--- src/rtl/mem_word_master.sv ---
// Byte-serial RAM initiator: splits one NBYTES-wide load/store into consecutive
// byte transactions on the 8-bit RAM port and returns the assembled word or a store ack.
module mem_word_master #(
    parameter int unsigned NBYTES     = 4,
    parameter bit          BIG_ENDIAN = 1'b0
) (
    input  logic                  clk,
    input  logic                  reset,
    input  logic                  req_valid,
    output logic                  req_ready,
    input  logic                  req_write,
    input  logic [7:0]            req_addr,
    input  logic [8*NBYTES-1:0]   req_wdata,
    output logic                  resp_valid,
    output logic [8*NBYTES-1:0]   resp_rdata,
    output logic                  memwrite,
    output logic [7:0]            adr,
    output logic [7:0]            writedata,
    input  logic [7:0]            memdata
);

    localparam int unsigned W  = 8 * NBYTES;
    localparam int unsigned CW = 3;
    localparam logic [CW-1:0] LAST = CW'(NBYTES - 1);

    typedef enum logic [1:0] {
        IDLE,
        XFER,
        RESP
    } state_t;

    state_t          state, state_n;
    logic            ready_n;
    logic            valid_n;
    logic [W-1:0]    rdata_n;
    logic            memwrite_n;
    logic [7:0]      adr_n;
    logic [7:0]      writedata_n;
    logic [CW-1:0]   cnt, cnt_n;
    logic [W-1:0]    asm_q, asm_n;
    logic            wr_q, wr_n;
    logic [7:0]      base_q, base_n;
    logic [W-1:0]    wdat_q, wdat_n;

    // Word lane holding transfer byte idx (byte 0 lives at the lowest address).
    function automatic logic [CW-1:0] lane_of(input logic [CW-1:0] idx);
        lane_of = BIG_ENDIAN ? (LAST - idx) : idx;
    endfunction

    function automatic logic [7:0] get_byte(input logic [W-1:0] word,
                                            input logic [CW-1:0] idx);
        logic [7:0]    b;
        logic [CW-1:0] ln;
        b  = 8'h00;
        ln = lane_of(idx);
        for (int unsigned j = 0; j < NBYTES; j++) begin
            if (ln == CW'(j)) begin
                b = word[8*j +: 8];
            end
        end
        return b;
    endfunction

    function automatic logic [W-1:0] set_byte(input logic [W-1:0] word,
                                              input logic [CW-1:0] idx,
                                              input logic [7:0]    b);
        logic [W-1:0]  r;
        logic [CW-1:0] ln;
        r  = word;
        ln = lane_of(idx);
        for (int unsigned j = 0; j < NBYTES; j++) begin
            if (ln == CW'(j)) begin
                r[8*j +: 8] = b;
            end
        end
        return r;
    endfunction

    // State and registered outputs; reset drops memwrite without waiting for a clock.
    always_ff @(posedge clk or posedge reset) begin
        if (reset) begin
            state      <= IDLE;
            req_ready  <= 1'b1;
            resp_valid <= 1'b0;
            resp_rdata <= '0;
            memwrite   <= 1'b0;
            adr        <= 8'h00;
            writedata  <= 8'h00;
            cnt        <= '0;
            asm_q      <= '0;
            wr_q       <= 1'b0;
            base_q     <= 8'h00;
            wdat_q     <= '0;
        end else begin
            state      <= state_n;
            req_ready  <= ready_n;
            resp_valid <= valid_n;
            resp_rdata <= rdata_n;
            memwrite   <= memwrite_n;
            adr        <= adr_n;
            writedata  <= writedata_n;
            cnt        <= cnt_n;
            asm_q      <= asm_n;
            wr_q       <= wr_n;
            base_q     <= base_n;
            wdat_q     <= wdat_n;
        end
    end

    // Next-state and next-output logic; cnt indexes the byte on the bus this cycle.
    always_comb begin
        state_n     = state;
        ready_n     = req_ready;
        valid_n     = 1'b0;
        rdata_n     = resp_rdata;
        memwrite_n  = 1'b0;
        adr_n       = adr;
        writedata_n = writedata;
        cnt_n       = cnt;
        asm_n       = asm_q;
        wr_n        = wr_q;
        base_n      = base_q;
        wdat_n      = wdat_q;

        case (state)
            IDLE: begin
                if (req_valid && req_ready) begin
                    state_n    = XFER;
                    ready_n    = 1'b0;
                    wr_n       = req_write;
                    base_n     = req_addr;
                    wdat_n     = req_wdata;
                    cnt_n      = '0;
                    asm_n      = '0;
                    adr_n      = req_addr;
                    memwrite_n = req_write;
                    if (req_write) begin
                        writedata_n = get_byte(req_wdata, '0);
                    end
                end
            end

            XFER: begin
                // memdata now carries the byte addressed during the cycle just ending
                if (!wr_q) begin
                    asm_n = set_byte(asm_q, cnt, memdata);
                end
                if (cnt == LAST) begin
                    state_n = RESP;
                    valid_n = 1'b1;
                    if (!wr_q) begin
                        rdata_n = asm_n;
                    end
                end else begin
                    cnt_n      = cnt + 1'b1;
                    adr_n      = base_q + 8'(cnt_n);
                    memwrite_n = wr_q;
                    if (wr_q) begin
                        writedata_n = get_byte(wdat_q, cnt_n);
                    end
                end
            end

            RESP: begin
                state_n = IDLE;
                ready_n = 1'b1;
                cnt_n   = '0;
            end

            default: begin
                state_n = IDLE;
                ready_n = 1'b1;
            end
        endcase
    end

endmodule

--- config.mk ---
export PLATFORM = sky130hd
export DESIGN_NAME = mem_word_master
export DESIGN_NICKNAME = d
export VERILOG_FILES = /design/src/rtl/mem_word_master.sv
export SDC_FILE = /design/constraint.sdc
export NUM_CORES = 1
export LEC_CHECK = 0
export BUFFER_PORTS_ARGS = -buffer_cell sky130_fd_sc_hd__buf_2
export CELL_PAD_IN_SITES_DETAIL_PLACEMENT = 1
export CELL_PAD_IN_SITES_GLOBAL_PLACEMENT = 1
export CORE_MARGIN = 10
export CORE_UTILIZATION = 44
export CTS_CLUSTER_DIAMETER = 200
export DETAILED_ROUTE_END_ITERATION = 8
export GPL_TIMING_DRIVEN = 1
export PLACE_DENSITY = 0.86
export SETUP_SLACK_MARGIN = 0.2
export SLEW_MARGIN = 20
export SYNTH_ARGS = -nofsm -noshare
export SYNTH_HDL_FRONTEND = slang
export SYNTH_SLANG_ARGS = --single-unit
--- constraint.sdc ---
create_clock -name clk -period 3.9 [get_ports clk]
set_input_delay 0.39 -clock clk [delete_from_list [all_inputs] [get_ports clk]]
set_output_delay 0.39 -clock clk [all_outputs]
set_load 0.02 [all_outputs]
==> results.txt <==
----------------------------------------------------
[Floorplanning]
  Die W ... approximately 130 µm
  Std-Cell Rows ... 40
  Count of pins on the block boundary ... slightly above 100
  Die Area ... between 15000 and 20000 µm²
  Core box area ... around 12000 µm²
  Y dimension of the die ... between 100 and 150 µm
  Starting utilization of the core area ... 45.51%

[Global route]
  Number of antenna violations at the first check in global routing ... 0
  GRT Util Overall ... 17.19%
  GRT overflow ... 0
  Pin count of the biggest net entering global routing ... 67
  Vias in the first global route ... between 4000 and 5000
  First-pass GRT wire length ... ~24 mm

[Final layout]
  Multi-input logic area ... about 2300 µm²
  Number of inserted diodes ... 0
  Design area ... around 6700 µm²
  Area growth syn-to-layout ... 20.37%
  FF/Latch Area ... slightly above 3000 µm²
  Fin nets ... roughly 630
  Final-layout fill cell count ... around 1300
  Fraction of layout cells with a size suffix above 1 ... between 30% and 40%

[Critical path]
  Sequence of cells on the critical path ... inv_1 -> ha_1 -> nor3b_2 -> nand2_2 -> a21o_4 -> a22o_1
  Reg-to-reg slack, setup ... around 1.1 ns
  Number of buffer and inverter instances along the worst setup path ... 1
  Data required time at the worst endpoint ... 4.20 ns
  Nature of the critical path startpoint ... flip-flop
  Top fanout value on the critical path ... 17
  Max stage delay cell, worst path ... sky130_fd_sc_hd__nor3b_2
  Max stage delay on crit path ... around 0.93 ns
  Arrival @ worst endpoint ... 3.11 ns
  Endpoint of the worst-slack reg-to-reg timing path ... asm_q[0]
  Element type at the critical path end ... flip-flop
  Top cell family by delay on the critical path ... simple AND/OR/NAND/NOR gates
  Startpoint of the lowest-slack register-to-register path ... cnt[0]
  Type of the setup path with the least slack ... reg -> reg
  Worst Reg2Reg Path Length in Cells ... 6

[Detailed routing]
  WL/cell ... 19.92 µm
  Wirelength, routed ... about 15 mm
  Routed vias ... approximately 4000
  Number of iterations in the first detailed-routing pass ... 4
  Number of DRC violations after detailed routing ... 0
  Number of design-rule violations left by the first detailed-router iteration ... 328
  Post-detailed-route count of antenna-violating nets ... 0
  DR vias/cell ... around 5.4

[Flow run]
  Max-cap violation count ... 0

[STA]
  Post-route minimum period ... 2.819 ns
  Worst Max-Slew Pin Slew ... roughly 1 ns
  Post-route clock period utilization ... between 70% and 80%
  Finish-stage setup viols ... 0
  Total count of hold-check failures in the final report ... 0
  Final max-slew violation count ... 0
  Relative max-transition margin ... between 30% and 40%
  Setup TNS ... 0 ns
  Peak Freq ... roughly 350 MHz
  Unrepaired setup endpoints after global routing ... false
  Skew final ... 0.008667 ns

[Clock tree]
  Max clock buf depth ... 2
  CTS tree ... yes
  Sinks on the clock net ... roughly 120
  Total of hold buffers inserted after clock tree synthesis ... 0
  # Post-CTS Setup Buffers ... 0
  Clock latency reported for the late side of the worst-skew pair ... 0.42 ns
  Clock-pin slew of the registers on the worst-case setup and hold paths ... around 0.050 ns
  Master cell of the clock root buffer ... sky130_fd_sc_hd__clkbuf_16
  Post-cts repair resize count ... 0
  Count of H-tree levels built during CTS ... 4
  Number of buffers inserted during clock tree synthesis ... 17

[Yosys]
  Most common flop cell mapped by yosys ... sky130_fd_sc_hd__dfrtp_1
  Adder-Cell Fraction of Synth Area ... 2.622%
  Post-Syn Instances ... 473
  Largest family of logic cells by synthesized area ... multiplexers
  Post-Synth XOR/XNOR Area ... 0.6329%
  Number of synthesized flops with an enable pin ... 0
  Mux share of post-synthesis cell area ... ~15%
  Compound-cell area share of the yosys netlist ... between 10% and 20%
  Post-synthesis net count ... ~540
  Register bit total from synthesis ... between 100 and 150
  Count of cell types in the netlist ... 40
  Synthesized-area fraction occupied by and/or/nand/nor cells ... a little under a tenth
  Fraction of registers with async set or reset after synthesis ... 100.0%
  Synthesized area per cell ... between 10 and 15 µm²
  Number of warnings issued by yosys ... 0
  Sequential fraction of the synthesis area ... approximately 55%
  Cell area after synthesis ... 5535 µm²

[Pwr]
  Lkg Pwr ... about 3 nW
  Power Dens Cells ... approximately 930 nW/µm²
  Power consumption ... 0.006174 W
  Max VDD drop ... approximately 420 µV

[Placed design]
  Final HPWL from detailed placement ... ~10 mm
  Gpl congestion ... 0.8134
  Port-buffer cells ... about 100
  Area of placed instances ... between 6000 and 7000 µm²

[Outcome]
  Status ... completed

[Hold path]
  Min-delay worst type ... in -> async

----------------------------------------------------
[how the worst max path moves through the flow]
stage	from	end	slack, ns	cells past startpoint
after detailed placement	cnt[0]	asm_q[7]	1.09	6
after floorplan	reset	adr[0]	0.30	1
after global placement	cnt[0]	asm_q[1]	1.25	6
after global routing	cnt[0]	asm_q[0]	0.91	5
final	cnt[0]	asm_q[0]	1.08	6
after CTS	cnt[0]	asm_q[0]	1.04	6
[placed cells by master, fill, tap and decap left out, types with 5 or more instances in the layout]
cell                        netlist  final
sky130_fd_sc_hd__dfrtp_1        120    120
sky130_fd_sc_hd__a32oi_1          8      8
sky130_fd_sc_hd__a22oi_1          5      5
sky130_fd_sc_hd__nor2b_1          9      9
sky130_fd_sc_hd__nand2_1         42     42
sky130_fd_sc_hd__o21ai_1          8      8
sky130_fd_sc_hd__a21oi_1         31     31
sky130_fd_sc_hd__o211ai_1         8      8
sky130_fd_sc_hd__nor2_1          33     33
sky130_fd_sc_hd__buf_4           12      7
sky130_fd_sc_hd__and2_1           5      5
sky130_fd_sc_hd__clkbuf_16        0     17
sky130_fd_sc_hd__clkbuf_1         3      5
sky130_fd_sc_hd__buf_2           10    102
sky130_fd_sc_hd__a22o_1          24     24
sky130_fd_sc_hd__ha_1            10     10
sky130_fd_sc_hd__mux2_2          47     47
sky130_fd_sc_hd__mux2i_1         28     28
sky130_fd_sc_hd__inv_1           10      9
sky130_fd_sc_hd__o21ai_0         17     17
[worst register-to-register path, stage by stage (launching register included)]
cell and delay, ns:
sky130_fd_sc_hd__dfrtp_1 0.44, sky130_fd_sc_hd__inv_1 0.15, sky130_fd_sc_hd__ha_1 0.57, sky130_fd_sc_hd__nor3b_2 0.93
sky130_fd_sc_hd__nand2_2 0.12, sky130_fd_sc_hd__a21o_4 0.28, sky130_fd_sc_hd__a22o_1 0.20
[synth_stat cells, drive strengths merged, types with 2 or more instances]
cell type    n  area [µm²]
clkbuf       3       11.26
buf         34       207.7
a21oi       31       155.2
nor3b        5       52.55
a22o        24       210.2
nor4bb       3       30.03
nand2b       2       12.51
nand2       44       170.2
mux2i       28       280.3
o21ai       25       125.1
a21o         3       37.54
nor2b        9       56.30
and2         5       31.28
dfrtp      120        3003
a32oi        8       70.07
xor2         3       26.28
ha          10       125.1
a22oi        6       50.05
o211ai       8       60.06
nor2        33       123.9
nor4b        2       17.52
inv         10       37.54
mux2        49       551.8
[through the flow]
stage	hold slack (ns)	instances	utilization, %	worst slack [ns]
global placement	0.4636	713	50.35	1.247
floorplan	0.4580	473	-	0.2975
detailed placement	0.4655	713	50.35	1.094
global route	0.1969	742	54.78	0.9070
finish	0.1476	742	54.78	1.081
CTS	0.1660	742	54.78	1.042
[routing by layer]
layer / up-vias / share of wire [%] / global-route usage, %
met5: - / 0 / 0
met4: 0 / 0.92 / 5.006
met3: 16 / 5.1 / 5.907
met2: 109 / 50 / 28.55
met1: 2059 / 44 / 20.55
li1: 1840 / - / -
[layout make-up]
cell class                      instances  area share [%]
Inverter                               10          0.6009
Sequential cell                       121           45.46
Clock buffer                           26           7.493
Timing Repair Buffer                  109           8.451
Tap cell                              168           3.155
Multi-Input combinational cell        305           34.23
Clock inverter                          3          0.6009
[registers in the layout, summed over array words and instances (netlist names)]
| register | cells |
|---|---|
| adr | 8 |
| asm_q | 24 |
| base_q | 8 |
| cnt | 3 |
| memwrite | 1 |
| req_ready | 1 |
| resp_rdata | 32 |
| resp_valid | 1 |
| state | 2 |
| wdat_q | 32 |
| wr_q | 1 |
| writedata | 8 |
[report_power, final]
part	internal [W]	switching, W	total, W
combinational	0.00104	0.00142	0.00246
sequential	0.00185	0.000406	0.00226
clock	0.000930	0.000523	0.00145
[kinds of logic (layout without fill, tap and decap cells)]
| kind of cell | count (synthesis) | in the layout |
|---|---|---|
| flip-flops | 121 | 121 |
| multiplexers | 77 | 77 |
| AO/OA/AOI/OAI | 106 | 106 |
| AND/OR/NAND/NOR | 107 | 107 |
| XOR/XNOR | 4 | 4 |
| adder cells (fa/ha/maj) | 11 | 11 |
| buffers and inverters | 47 | 148 |
No activity file was read; power rests on OpenSTA's default activity.
